### src/rtl/mem_arbiter_if.sv
// Bus bundle for mem_arbiter: the two requester channels, the memory port and busy.
// The arbiter connects through slave; a requester/memory model would use master.
interface mem_arbiter_if #(
    parameter int DATA_W = 32
);
    logic              req_c;
    logic              req_d;
    logic              we_c;
    logic              we_d;
    logic [DATA_W-1:0] addr_c;
    logic [DATA_W-1:0] addr_d;
    logic [DATA_W-1:0] wdata_c;
    logic [DATA_W-1:0] wdata_d;
    logic              gnt_c;
    logic              gnt_d;
    logic              rvalid_c;
    logic              rvalid_d;
    logic [DATA_W-1:0] rdata_c;
    logic [DATA_W-1:0] rdata_d;
    logic              mem_en;
    logic              mem_we;
    logic [DATA_W-1:0] mem_addr;
    logic [DATA_W-1:0] mem_wdata;
    logic [DATA_W-1:0] mem_rdata;
    logic              busy;

    modport slave (
        input  req_c, req_d, we_c, we_d, addr_c, addr_d, wdata_c, wdata_d, mem_rdata,
        output gnt_c, gnt_d, rvalid_c, rvalid_d, rdata_c, rdata_d,
        output mem_en, mem_we, mem_addr, mem_wdata, busy
    );

    modport master (
        output req_c, req_d, we_c, we_d, addr_c, addr_d, wdata_c, wdata_d, mem_rdata,
        input  gnt_c, gnt_d, rvalid_c, rvalid_d, rdata_c, rdata_d,
        input  mem_en, mem_we, mem_addr, mem_wdata, busy
    );
endinterface

### src/rtl/mem_arbiter.sv
// Two-requester round-robin arbiter in front of a single-port memory with a
// fixed read latency. One access in flight at a time; every output is a flop.
module mem_arbiter #(
    parameter int DATA_W  = 32,
    parameter int MEM_LAT = 1
) (
    input  logic          clk,
    input  logic          rst,
    mem_arbiter_if.slave  bus
);
    localparam int CNT_W = (MEM_LAT > 1) ? $clog2(MEM_LAT) : 1;
    localparam logic [CNT_W-1:0] CNT_LAST = CNT_W'(MEM_LAT - 1);

    typedef enum logic [1:0] {
        IDLE  = 2'd0,
        ISSUE = 2'd1,
        WAIT  = 2'd2,
        RESP  = 2'd3
    } state_t;

    state_t            r_state;
    state_t            w_next;
    logic              w_issue;
    logic              w_resp;
    logic              w_pick_d;
    logic              r_side;     // 1 = current access belongs to D
    logic              r_last_d;   // 1 = D was granted last
    logic              r_we;
    logic [DATA_W-1:0] r_addr;
    logic [DATA_W-1:0] r_wdata;
    logic [CNT_W-1:0]  r_cnt;
    logic              r_gnt_c;
    logic              r_gnt_d;
    logic              r_rvalid_c;
    logic              r_rvalid_d;
    logic [DATA_W-1:0] r_rdata_c;
    logic [DATA_W-1:0] r_rdata_d;
    logic              r_mem_en;
    logic              r_mem_we;
    logic              r_busy;

    // Next-state decode and winner selection
    always_comb begin
        w_next   = r_state;
        w_issue  = 1'b0;
        w_resp   = 1'b0;
        w_pick_d = bus.req_d & (~bus.req_c | ~r_last_d);
        case (r_state)
            IDLE: begin
                if (bus.req_c || bus.req_d) begin
                    w_next  = ISSUE;
                    w_issue = 1'b1;
                end else begin
                    w_next = IDLE;
                end
            end
            ISSUE: begin
                if (r_we) begin
                    w_next = IDLE;
                end else begin
                    w_next = WAIT;
                end
            end
            WAIT: begin
                if (r_cnt == CNT_LAST) begin
                    w_next = RESP;
                    w_resp = 1'b1;
                end else begin
                    w_next = WAIT;
                end
            end
            RESP:    w_next = IDLE;
            default: w_next = IDLE;
        endcase
    end

    // State, latched request payload, round-robin pointer and latency counter
    always_ff @(posedge clk or negedge rst) begin
        if (!rst) begin
            r_state  <= IDLE;
            r_side   <= 1'b0;
            r_last_d <= 1'b1;
            r_we     <= 1'b0;
            r_addr   <= {DATA_W{1'b0}};
            r_wdata  <= {DATA_W{1'b0}};
            r_cnt    <= {CNT_W{1'b0}};
        end else begin
            r_state <= w_next;
            if (w_issue) begin
                r_side  <= w_pick_d;
                r_we    <= w_pick_d ? bus.we_d    : bus.we_c;
                r_addr  <= w_pick_d ? bus.addr_d  : bus.addr_c;
                r_wdata <= w_pick_d ? bus.wdata_d : bus.wdata_c;
            end else begin
                r_side  <= r_side;
                r_we    <= r_we;
                r_addr  <= r_addr;
                r_wdata <= r_wdata;
            end
            if (r_state == ISSUE) begin
                r_last_d <= r_side;
            end else begin
                r_last_d <= r_last_d;
            end
            if (r_state == WAIT) begin
                r_cnt <= r_cnt + CNT_W'(1);
            end else begin
                r_cnt <= {CNT_W{1'b0}};
            end
        end
    end

    // Registered pulses, strobes and captured read data
    always_ff @(posedge clk or negedge rst) begin
        if (!rst) begin
            r_gnt_c    <= 1'b0;
            r_gnt_d    <= 1'b0;
            r_rvalid_c <= 1'b0;
            r_rvalid_d <= 1'b0;
            r_rdata_c  <= {DATA_W{1'b0}};
            r_rdata_d  <= {DATA_W{1'b0}};
            r_mem_en   <= 1'b0;
            r_mem_we   <= 1'b0;
            r_busy     <= 1'b0;
        end else begin
            r_gnt_c    <= w_issue & ~w_pick_d;
            r_gnt_d    <= w_issue &  w_pick_d;
            r_mem_en   <= w_issue;
            r_mem_we   <= w_issue & (w_pick_d ? bus.we_d : bus.we_c);
            r_rvalid_c <= w_resp & ~r_side;
            r_rvalid_d <= w_resp &  r_side;
            r_busy     <= (w_next != IDLE);
            if (w_resp && !r_side) begin
                r_rdata_c <= bus.mem_rdata;
            end else begin
                r_rdata_c <= r_rdata_c;
            end
            if (w_resp && r_side) begin
                r_rdata_d <= bus.mem_rdata;
            end else begin
                r_rdata_d <= r_rdata_d;
            end
        end
    end

    assign bus.gnt_c     = r_gnt_c;
    assign bus.gnt_d     = r_gnt_d;
    assign bus.rvalid_c  = r_rvalid_c;
    assign bus.rvalid_d  = r_rvalid_d;
    assign bus.rdata_c   = r_rdata_c;
    assign bus.rdata_d   = r_rdata_d;
    assign bus.mem_en    = r_mem_en;
    assign bus.mem_we    = r_mem_we;
    assign bus.mem_addr  = r_addr;
    assign bus.mem_wdata = r_wdata;
    assign bus.busy      = r_busy;
endmodule

### src/flat_wrapper.sv
// flat-port wrapper written by rule: the top's interface ports become plain ports
module mem_arbiter_flat 
#(
    parameter int DATA_W  = 32,
    parameter int MEM_LAT = 1
)
  (clk, rst, bus_req_c, bus_req_d, bus_we_c, bus_we_d, bus_addr_c, bus_addr_d, bus_wdata_c, bus_wdata_d, bus_mem_rdata, bus_gnt_c, bus_gnt_d, bus_rvalid_c, bus_rvalid_d, bus_rdata_c, bus_rdata_d, bus_mem_en, bus_mem_we, bus_mem_addr, bus_mem_wdata, bus_busy);
  mem_arbiter_if #(.DATA_W(DATA_W)) bus_i ();
  input  logic clk;
  input  logic rst;
  input wire logic [$bits(bus_i.req_c)-1:0] bus_req_c;
  input wire logic [$bits(bus_i.req_d)-1:0] bus_req_d;
  input wire logic [$bits(bus_i.we_c)-1:0] bus_we_c;
  input wire logic [$bits(bus_i.we_d)-1:0] bus_we_d;
  input wire logic [$bits(bus_i.addr_c)-1:0] bus_addr_c;
  input wire logic [$bits(bus_i.addr_d)-1:0] bus_addr_d;
  input wire logic [$bits(bus_i.wdata_c)-1:0] bus_wdata_c;
  input wire logic [$bits(bus_i.wdata_d)-1:0] bus_wdata_d;
  input wire logic [$bits(bus_i.mem_rdata)-1:0] bus_mem_rdata;
  output wire logic [$bits(bus_i.gnt_c)-1:0] bus_gnt_c;
  output wire logic [$bits(bus_i.gnt_d)-1:0] bus_gnt_d;
  output wire logic [$bits(bus_i.rvalid_c)-1:0] bus_rvalid_c;
  output wire logic [$bits(bus_i.rvalid_d)-1:0] bus_rvalid_d;
  output wire logic [$bits(bus_i.rdata_c)-1:0] bus_rdata_c;
  output wire logic [$bits(bus_i.rdata_d)-1:0] bus_rdata_d;
  output wire logic [$bits(bus_i.mem_en)-1:0] bus_mem_en;
  output wire logic [$bits(bus_i.mem_we)-1:0] bus_mem_we;
  output wire logic [$bits(bus_i.mem_addr)-1:0] bus_mem_addr;
  output wire logic [$bits(bus_i.mem_wdata)-1:0] bus_mem_wdata;
  output wire logic [$bits(bus_i.busy)-1:0] bus_busy;
  assign bus_i.req_c = bus_req_c;
  assign bus_i.req_d = bus_req_d;
  assign bus_i.we_c = bus_we_c;
  assign bus_i.we_d = bus_we_d;
  assign bus_i.addr_c = bus_addr_c;
  assign bus_i.addr_d = bus_addr_d;
  assign bus_i.wdata_c = bus_wdata_c;
  assign bus_i.wdata_d = bus_wdata_d;
  assign bus_i.mem_rdata = bus_mem_rdata;
  assign bus_gnt_c = bus_i.gnt_c;
  assign bus_gnt_d = bus_i.gnt_d;
  assign bus_rvalid_c = bus_i.rvalid_c;
  assign bus_rvalid_d = bus_i.rvalid_d;
  assign bus_rdata_c = bus_i.rdata_c;
  assign bus_rdata_d = bus_i.rdata_d;
  assign bus_mem_en = bus_i.mem_en;
  assign bus_mem_we = bus_i.mem_we;
  assign bus_mem_addr = bus_i.mem_addr;
  assign bus_mem_wdata = bus_i.mem_wdata;
  assign bus_busy = bus_i.busy;
  mem_arbiter #(.DATA_W(DATA_W), .MEM_LAT(MEM_LAT)) u_core (.clk(clk), .rst(rst), .bus(bus_i));
endmodule
### config.mk
export PLATFORM = sky130hd
export DESIGN_NAME = mem_arbiter_flat
export DESIGN_NICKNAME = d
export VERILOG_FILES = /design/src/rtl/mem_arbiter_if.sv /design/src/rtl/mem_arbiter.sv /design/src/flat_wrapper.sv
export SDC_FILE = /design/constraint.sdc
export NUM_CORES = 1
export LEC_CHECK = 0
export BUFFER_PORTS_ARGS = -buffer_cell sky130_fd_sc_hd__buf_2
export CAP_MARGIN = 20
export CORE_ASPECT_RATIO = 2
export CORE_UTILIZATION = 40
export CTS_CLUSTER_DIAMETER = 100
export CTS_CLUSTER_SIZE = 12
export DETAILED_ROUTE_END_ITERATION = 6
export PLACE_DENSITY = 0.74
export SLEW_MARGIN = 20
export SYNTH_ARGS = -nofsm -noshare
export SYNTH_HDL_FRONTEND = slang
export SYNTH_SLANG_ARGS = --single-unit
### constraint.sdc
create_clock -name clk -period 2.3 [get_ports clk]
set_input_delay 0.115 -clock clk [delete_from_list [all_inputs] [get_ports clk]]
set_output_delay 0.115 -clock clk [all_outputs]
set_load 0.05 [all_outputs]
==> results.sh, run 1 <==
export IMPL_synthMuxAreaShare=0.126
export IMPL_arrival_ns=2.23
export IMPL_timing_critical_path_mode_cell="buf_4"
export IMPL_post_dp_cell_area_um2=7510
export IMPL_grt_setup_unrepaired="false"
export IMPL_hpwl_mm=11.2
export IMPL_finish_net_count=1015
export IMPL_r2r_end="u_core.bus.mem_wdata[30]$_DFFE_PN0N_"
export IMPL_clockBufferDepth=2
export IMPL_synth_edf_count=0
export IMPL_p_leak_nw=4.65
export IMPL_ys_seq_elements=141
export IMPL_grt_first_pass_wirelength_mm=28.2
export IMPL_syn2layout_area_growth_pct=56.1
export IMPL_finClkSkew_ns=0.00627
export IMPL_tns_ns=0
export IMPL_fp_dieW_um=87.3
export IMPL_dominantRegCellSynth="dfrtp_1"
export IMPL_max_slew_margin=0.627
export IMPL_drtIter0Drc=205
export IMPL_start_util=0.408
export IMPL_fin_crit_sh=0.821
export IMPL_design_area_um2=9080
export IMPL_drv_slew=0
export IMPL_gr_total_overflow=0
export IMPL_grtUsageTotal=0.243
export IMPL_synth_cell_types=24
export IMPL_postCtsSetupBuffers=0
export IMPL_synth_avg_cell_area_um2=12.8
export IMPL_num_vias=5276
export IMPL_die_h_um=173
export IMPL_drt_antenna_violating_nets=0
export IMPL_cp_slowest_cell="dfrtp_1"
export IMPL_path_clk_slew_ns=0.06
export IMPL_start_kind="flop"
export IMPL_cts_sinks=141
export IMPL_cts_tree="yes"
export IMPL_boundaryPins=301
export IMPL_num_fill_cells=1101
export IMPL_antenna_found_initial=1
export IMPL_cp_required_ns=2.64
export IMPL_yosys_area_share_xor_xnor=0
export IMPL_worst_path_max_fanout=34
export IMPL_first_pass_iters=4
export IMPL_yosys_area_top_type="dfrtp_1"
export IMPL_synth_commonest_cells="140 x dfrtp_1, 66 x inv_1, 65 x a221o_1, 65 x mux2_2, 65 x nor3_1"
export IMPL_max_cap_violations=0
export IMPL_root_buffer="clkbuf_16"
export IMPL_async_reset_ff_frac=1.00
export IMPL_cpPeakStageDelay_ns=0.40
export IMPL_drive_gt1_frac=0.480
export IMPL_yosysSeqAreaShare=0.607
export IMPL_syn_area_um2=5820
export IMPL_synthSimpleGateAreaFrac=0.0682
export IMPL_wl_per_cell_um=16.8
export IMPL_synthCells=455
export IMPL_setup_viol=0
export IMPL_worstSetupEndpoint="u_core.bus.mem_wdata[30]$_DFFE_PN0N_"
export IMPL_grt_max_degree=60
export IMPL_die_area_um2=15100
export IMPL_path_class="flop to flop"
export IMPL_crit_path_start="u_core.r_state[1]$_DFF_PN0_"
export IMPL_rows=62
export IMPL_yosysMostFrequentCell="dfrtp_1"
export IMPL_hp_class="input pin to flop"
export IMPL_synthAdderAreaFrac=0
export IMPL_yosysWarnings=0
export IMPL_via_per_inst=5.01
export IMPL_power_density_nw_per_um2=1720
export IMPL_end_kind="flop"
export IMPL_syn_num_nets=621
export IMPL_final_hold_violation_count=0
export IMPL_htreeDepth=4
export IMPL_drt_total_wl_mm=17.7
export IMPL_gp_congestion=0.784
export IMPL_grt_pass1_vias=5720
export IMPL_r2r_cells=5
export IMPL_drc=0
export IMPL_r2r_start="u_core.r_state[1]$_DFF_PN0_"
export IMPL_synth_area_leaders="dfrtp_1 60%, mux2_2 13%, a221o_1 11%"
export IMPL_cp_cell_sequence="or2_2 -> buf_4 -> nor3b_2 -> buf_4 -> a221o_1"
export IMPL_worstMarginPinSlew_ns=0.559
export IMPL_clock_latency_ns=0.41
export IMPL_peakVddDrop_mv=0.858
export IMPL_fin_crit_ns=1.89
export IMPL_synth_top_cell_area_share=0.602
export IMPL_core_um2=14300
export IMPL_synth_top_family_by_area="multiplexers"
export IMPL_status="finished clean"
export IMPL_max_freq_mhz=530
export IMPL_numCtsBuffers=17
export IMPL_r2r_setup_slack_ns=0.41
export IMPL_synth_compound_gate_area_share=0.120
export IMPL_io_buffers=300
-- worst min path at each step --
| stage | cells past startpoint | endpoint | slack [ns] | start |
|---|---|---|---|---|
| floorplan | 0 | u_core.bus.busy$_DFF_PN0_ | -0.18 | rst |
| detailed placement | 1 | u_core.bus.rvalid_c$_DFF_PN0_ | 0.12 | rst |
| finish | 4 | u_core.bus.mem_we$_DFF_PN0_ | 0.12 | bus_we_c |
| global placement | 1 | u_core.bus.rvalid_c$_DFF_PN0_ | 0.12 | rst |
| CTS | 4 | u_core.bus.mem_we$_DFF_PN0_ | 0.1 | bus_we_c |
| global route | 4 | u_core.bus.mem_we$_DFF_PN0_ | 0.13 | bus_we_c |
-- worst max-delay path, delay by kind of cell, from the launching register on --
family                 cells  cell delay, ns
AOI/OAI and AO/OA          1            0.22
and+or+nand+nor            2            0.54
DFF                        1            0.40
buffers and inverters      2            0.64
-- routing by layer --
metal	share of wire	track usage
met5	0	0
met4	0.029	0.102
met3	0.065	0.0616
met2	0.54	0.442
met1	0.37	0.256
-- sequential cells by signal, indices dropped and copies added, names as in the netlist, 2 cells and up --
name / cells
u_core.bus.rdata_c: 32
u_core.r_state: 2
u_core.bus.mem_wdata: 32
u_core.bus.rdata_d: 32
u_core.bus.mem_addr: 32
-- cell usage in the layout (no fill, tap or decap), types with 2 or more instances in the layout --
cell	netlist	layout
clkbuf_16	0	17
a221o_1	65	65
bufinv_16	0	3
inv_1	66	66
clkinvlp_4	0	4
buf_12	0	4
buf_4	9	9
dfrtp_1	140	140
a21o_1	2	2
buf_2	4	299
nand2_1	2	2
clkinv_2	0	3
mux2_2	65	65
nor3_1	65	65
nand2b_1	3	3
dlygate4sd3_1	0	98
-- cells by family after synthesis --
group	after synthesis
buffers and inverters	102
and+or+nand+nor	77
AOI/OAI and AO/OA	70
DFF	141
muxes	65
-- what timing repair did --
action | CTS | global route
endpoints found under the hold margin | 186 | 0
hold buffers | 98 | 0
endpoints found under the setup margin | 0 | 0
gates resized for setup | 0 | 0
-- where the power goes --
part / total [W] / switching [W] / internal (W)
Sequential: 0.00438 / 0.000655 / 0.00372
Combinational: 0.00849 / 0.00606 / 0.00243
Clock: 0.00274 / 0.00102 / 0.00172
-- per-stage QoR --
step	power, W	worst slack, ns	cells	utilization	hold WS [ns]
3_3_place_gp	0.0125	0.454	924	0.526	0.117
6_report	0.0156	0.412	1053	0.636	0.117
5_1_grt	0.0163	0.292	1053	0.636	0.132
4_1_cts	0.0156	0.402	1052	0.636	0.0974
2_1_floorplan	0.0107	0.614	455	-	-0.181
3_5_place_dp	0.0127	0.432	924	0.526	0.121
-- layout make-up --
cell class	count	area [um2]	area share
flip-flops and latches	141	3530	0.389
clock buffers	19	443	0.0488
multi-input cells	212	1840	0.202
well taps	192	240	0.0265
inverters	66	248	0.0273
diodes	1	2.50	0.000276
repair buffers	411	2640	0.290
clock inverters	11	144	0.0158
No activity file was read; power rests on OpenSTA's default activity.
==> inputs of run 2 (changes only) <==
PLACE_DENSITY = 0.77   (was 0.74)
clock period = 1.5 ns   (was 2.3 ns; I/O delays follow)
==> results.sh, run 2 (synthesized netlist as in run 1, its figures left out) <==
export IMPL_violations="setup timing"
export IMPL_wl_per_cell_um=17.6
export IMPL_final_hold_violation_count=0
export IMPL_drt_total_wl_mm=18.8
export IMPL_power_density_nw_per_um2=2650
export IMPL_cp_top_family="simple AND/OR/NAND/NOR gates"
export IMPL_first_pass_iters=4
export IMPL_hp_class="input pin to flop"
export IMPL_diodes=0
export IMPL_crit_buf_inv=2
export IMPL_path_class="flop to flop"
export IMPL_grt_pass1_vias=5849
export IMPL_r2r_end="u_core.bus.rdata_d[9]$_DFFE_PN0P_"
export IMPL_finClkSkew_ns=0.00754
export IMPL_cp_required_ns=1.80
export IMPL_whs_endpoint="u_core.bus.mem_addr[17]$_DFFE_PN0N_"
export IMPL_htreeDepth=4
export IMPL_peakVddDrop_mv=1.59
export IMPL_arrival_ns=1.98
export IMPL_cts_tree="yes"
export IMPL_grt_first_pass_wirelength_mm=29.2
export IMPL_via_per_inst=5.08
export IMPL_r2r_start="u_core.r_state[0]$_DFF_PN0_"
export IMPL_grtUsageTotal=0.256
export IMPL_root_buffer="clkbuf_16"
export IMPL_r2r_setup_slack_ns=-0.18
export IMPL_fin_cells=1064
export IMPL_start_kind="flop"
export IMPL_finish_net_count=1025
export IMPL_max_cap_violations=0
export IMPL_fin_ws_ns=-0.185
export IMPL_cp_slowest_cell="or3b_4"
export IMPL_numCtsBuffers=17
export IMPL_design_area_um2=9410
export IMPL_clock_latency_ns=0.42
export IMPL_post_dp_cell_area_um2=7640
export IMPL_setup_viol=129
export IMPL_boundaryPins=301
export IMPL_syn2layout_area_growth_pct=61.7
export IMPL_worst_path_max_fanout=17
export IMPL_max_freq_mhz=594
export IMPL_io_buffers=300
export IMPL_grt_setup_unrepaired="true"
export IMPL_final_common_cell="buf_2"
export IMPL_grt_max_degree=50
export IMPL_place_ws_ns=-0.172
export IMPL_cp_cell_sequence="or3b_4 -> inv_2 -> and2_4 -> buf_12 -> mux2_2"
export IMPL_min_path_cells=4
export IMPL_core_um2=14300
export IMPL_fin_crit_ns=1.68
export IMPL_start_util=0.408
export IMPL_fp_dieW_um=87.3
export IMPL_die_area_um2=15100
export IMPL_hold_path_startpoint="bus_addr_d[17]"
export IMPL_num_vias=5403
export IMPL_path_clk_slew_ns=0.06
export IMPL_cts_sinks=141
export IMPL_drtIter0Drc=208
export IMPL_cpPeakStageDelay_ns=0.41
export IMPL_final_cell_mix="299 x buf_2, 140 x dfrtp_1, 98 x dlygate4sd3_1"
export IMPL_drive_gt1_frac=0.494
export IMPL_end_kind="flop"
export IMPL_num_fill_cells=1057
export IMPL_hpwl_mm=11.5
export IMPL_drc=0
export IMPL_die_h_um=173
export IMPL_drv_slew=0
export IMPL_dpl_cell_count=931
export IMPL_antenna_found_initial=0
export IMPL_fin_crit_sh=1.12
export IMPL_worstMarginPinSlew_ns=0.411
export IMPL_clockBufferDepth=2
export IMPL_gp_congestion=0.843
export IMPL_utilization=0.659
export IMPL_gr_total_overflow=0
export IMPL_p_leak_nw=4.82
export IMPL_max_slew_margin=0.725
export IMPL_r2r_cells=5
export IMPL_drt_antenna_violating_nets=0
export IMPL_rows=62
export IMPL_power_total_w=0.0249
export IMPL_status="finished, violations left"
## run 2: per-stage QoR
stage	hold slack (ns)	setup TNS [ns]
after floorplan	-0.221	-7.50
after detailed placement	0.00904	-14.01
after CTS	0.0416	-17.30
after global placement	0.0111	-10.41
after global routing	0.0857	-23.81
final	0.0816	-17.20
## run 2: power breakdown
part	internal [W]	switching [W]	leakage (nW)
Clock	0.00288	0.00167	0.302
Sequential	0.00571	0.00103	1.72
Combinational	0.00418	0.00944	2.80
Total	0.0128	0.0121	4.82
## run 2: layout make-up
type	count	area [um2]	share of cell area
multi-input cells	212	1930	0.205
flip-flops and latches	141	3530	0.375
well taps	192	240	0.0255
clock buffers	19	453	0.0482
repair buffers	421	2820	0.300
inverters	66	248	0.0263
clock inverters	13	186	0.0198
## run 2: layer usage
metal,GRT usage,share of wire
met1,0.262,0.35
met2,0.452,0.53
met3,0.0668,0.063
met4,0.151,0.051
met5,0,0
## run 2: worst max path at each step
stage,from,end,slack (ns),depth (start not counted)
finish,u_core.r_state[0]$_DFF_PN0_,u_core.bus.rdata_d[9]$_DFFE_PN0P_,-0.18,5
global route,u_core.r_state[0]$_DFF_PN0_,u_core.bus.rdata_d[25]$_DFFE_PN0P_,-0.24,5
CTS,u_core.r_state[0]$_DFF_PN0_,u_core.bus.rdata_d[9]$_DFFE_PN0P_,-0.19,5
detailed placement,u_core.r_state[0]$_DFF_PN0_,u_core.bus.rdata_d[3]$_DFFE_PN0P_,-0.17,5
global placement,u_core.r_state[0]$_DFF_PN0_,u_core.bus.rdata_d[7]$_DFFE_PN0P_,-0.14,5
floorplan,u_core.r_state[0]$_DFF_PN0_,u_core.bus.rdata_d[10]$_DFFE_PN0P_,-0.13,6
## run 2: timing repair
item | 4_1_cts | 5_1_grt
setup endpoints to repair | 131 | 131
gates resized for setup | 17 | 10
gates cloned | 0 | 1
endpoints found under the hold margin | 271 | 0
hold buffers | 98 | 0
setup buffers | 0 | 2
## run 2: tightest hold or removal path, delay by kind of cell
kind | cells | cell delay, ns
AOI/OAI and AO/OA | 1 | 0.12
buffers and inverters | 2 | 0.10
and+or+nand+nor | 1 | 0.17
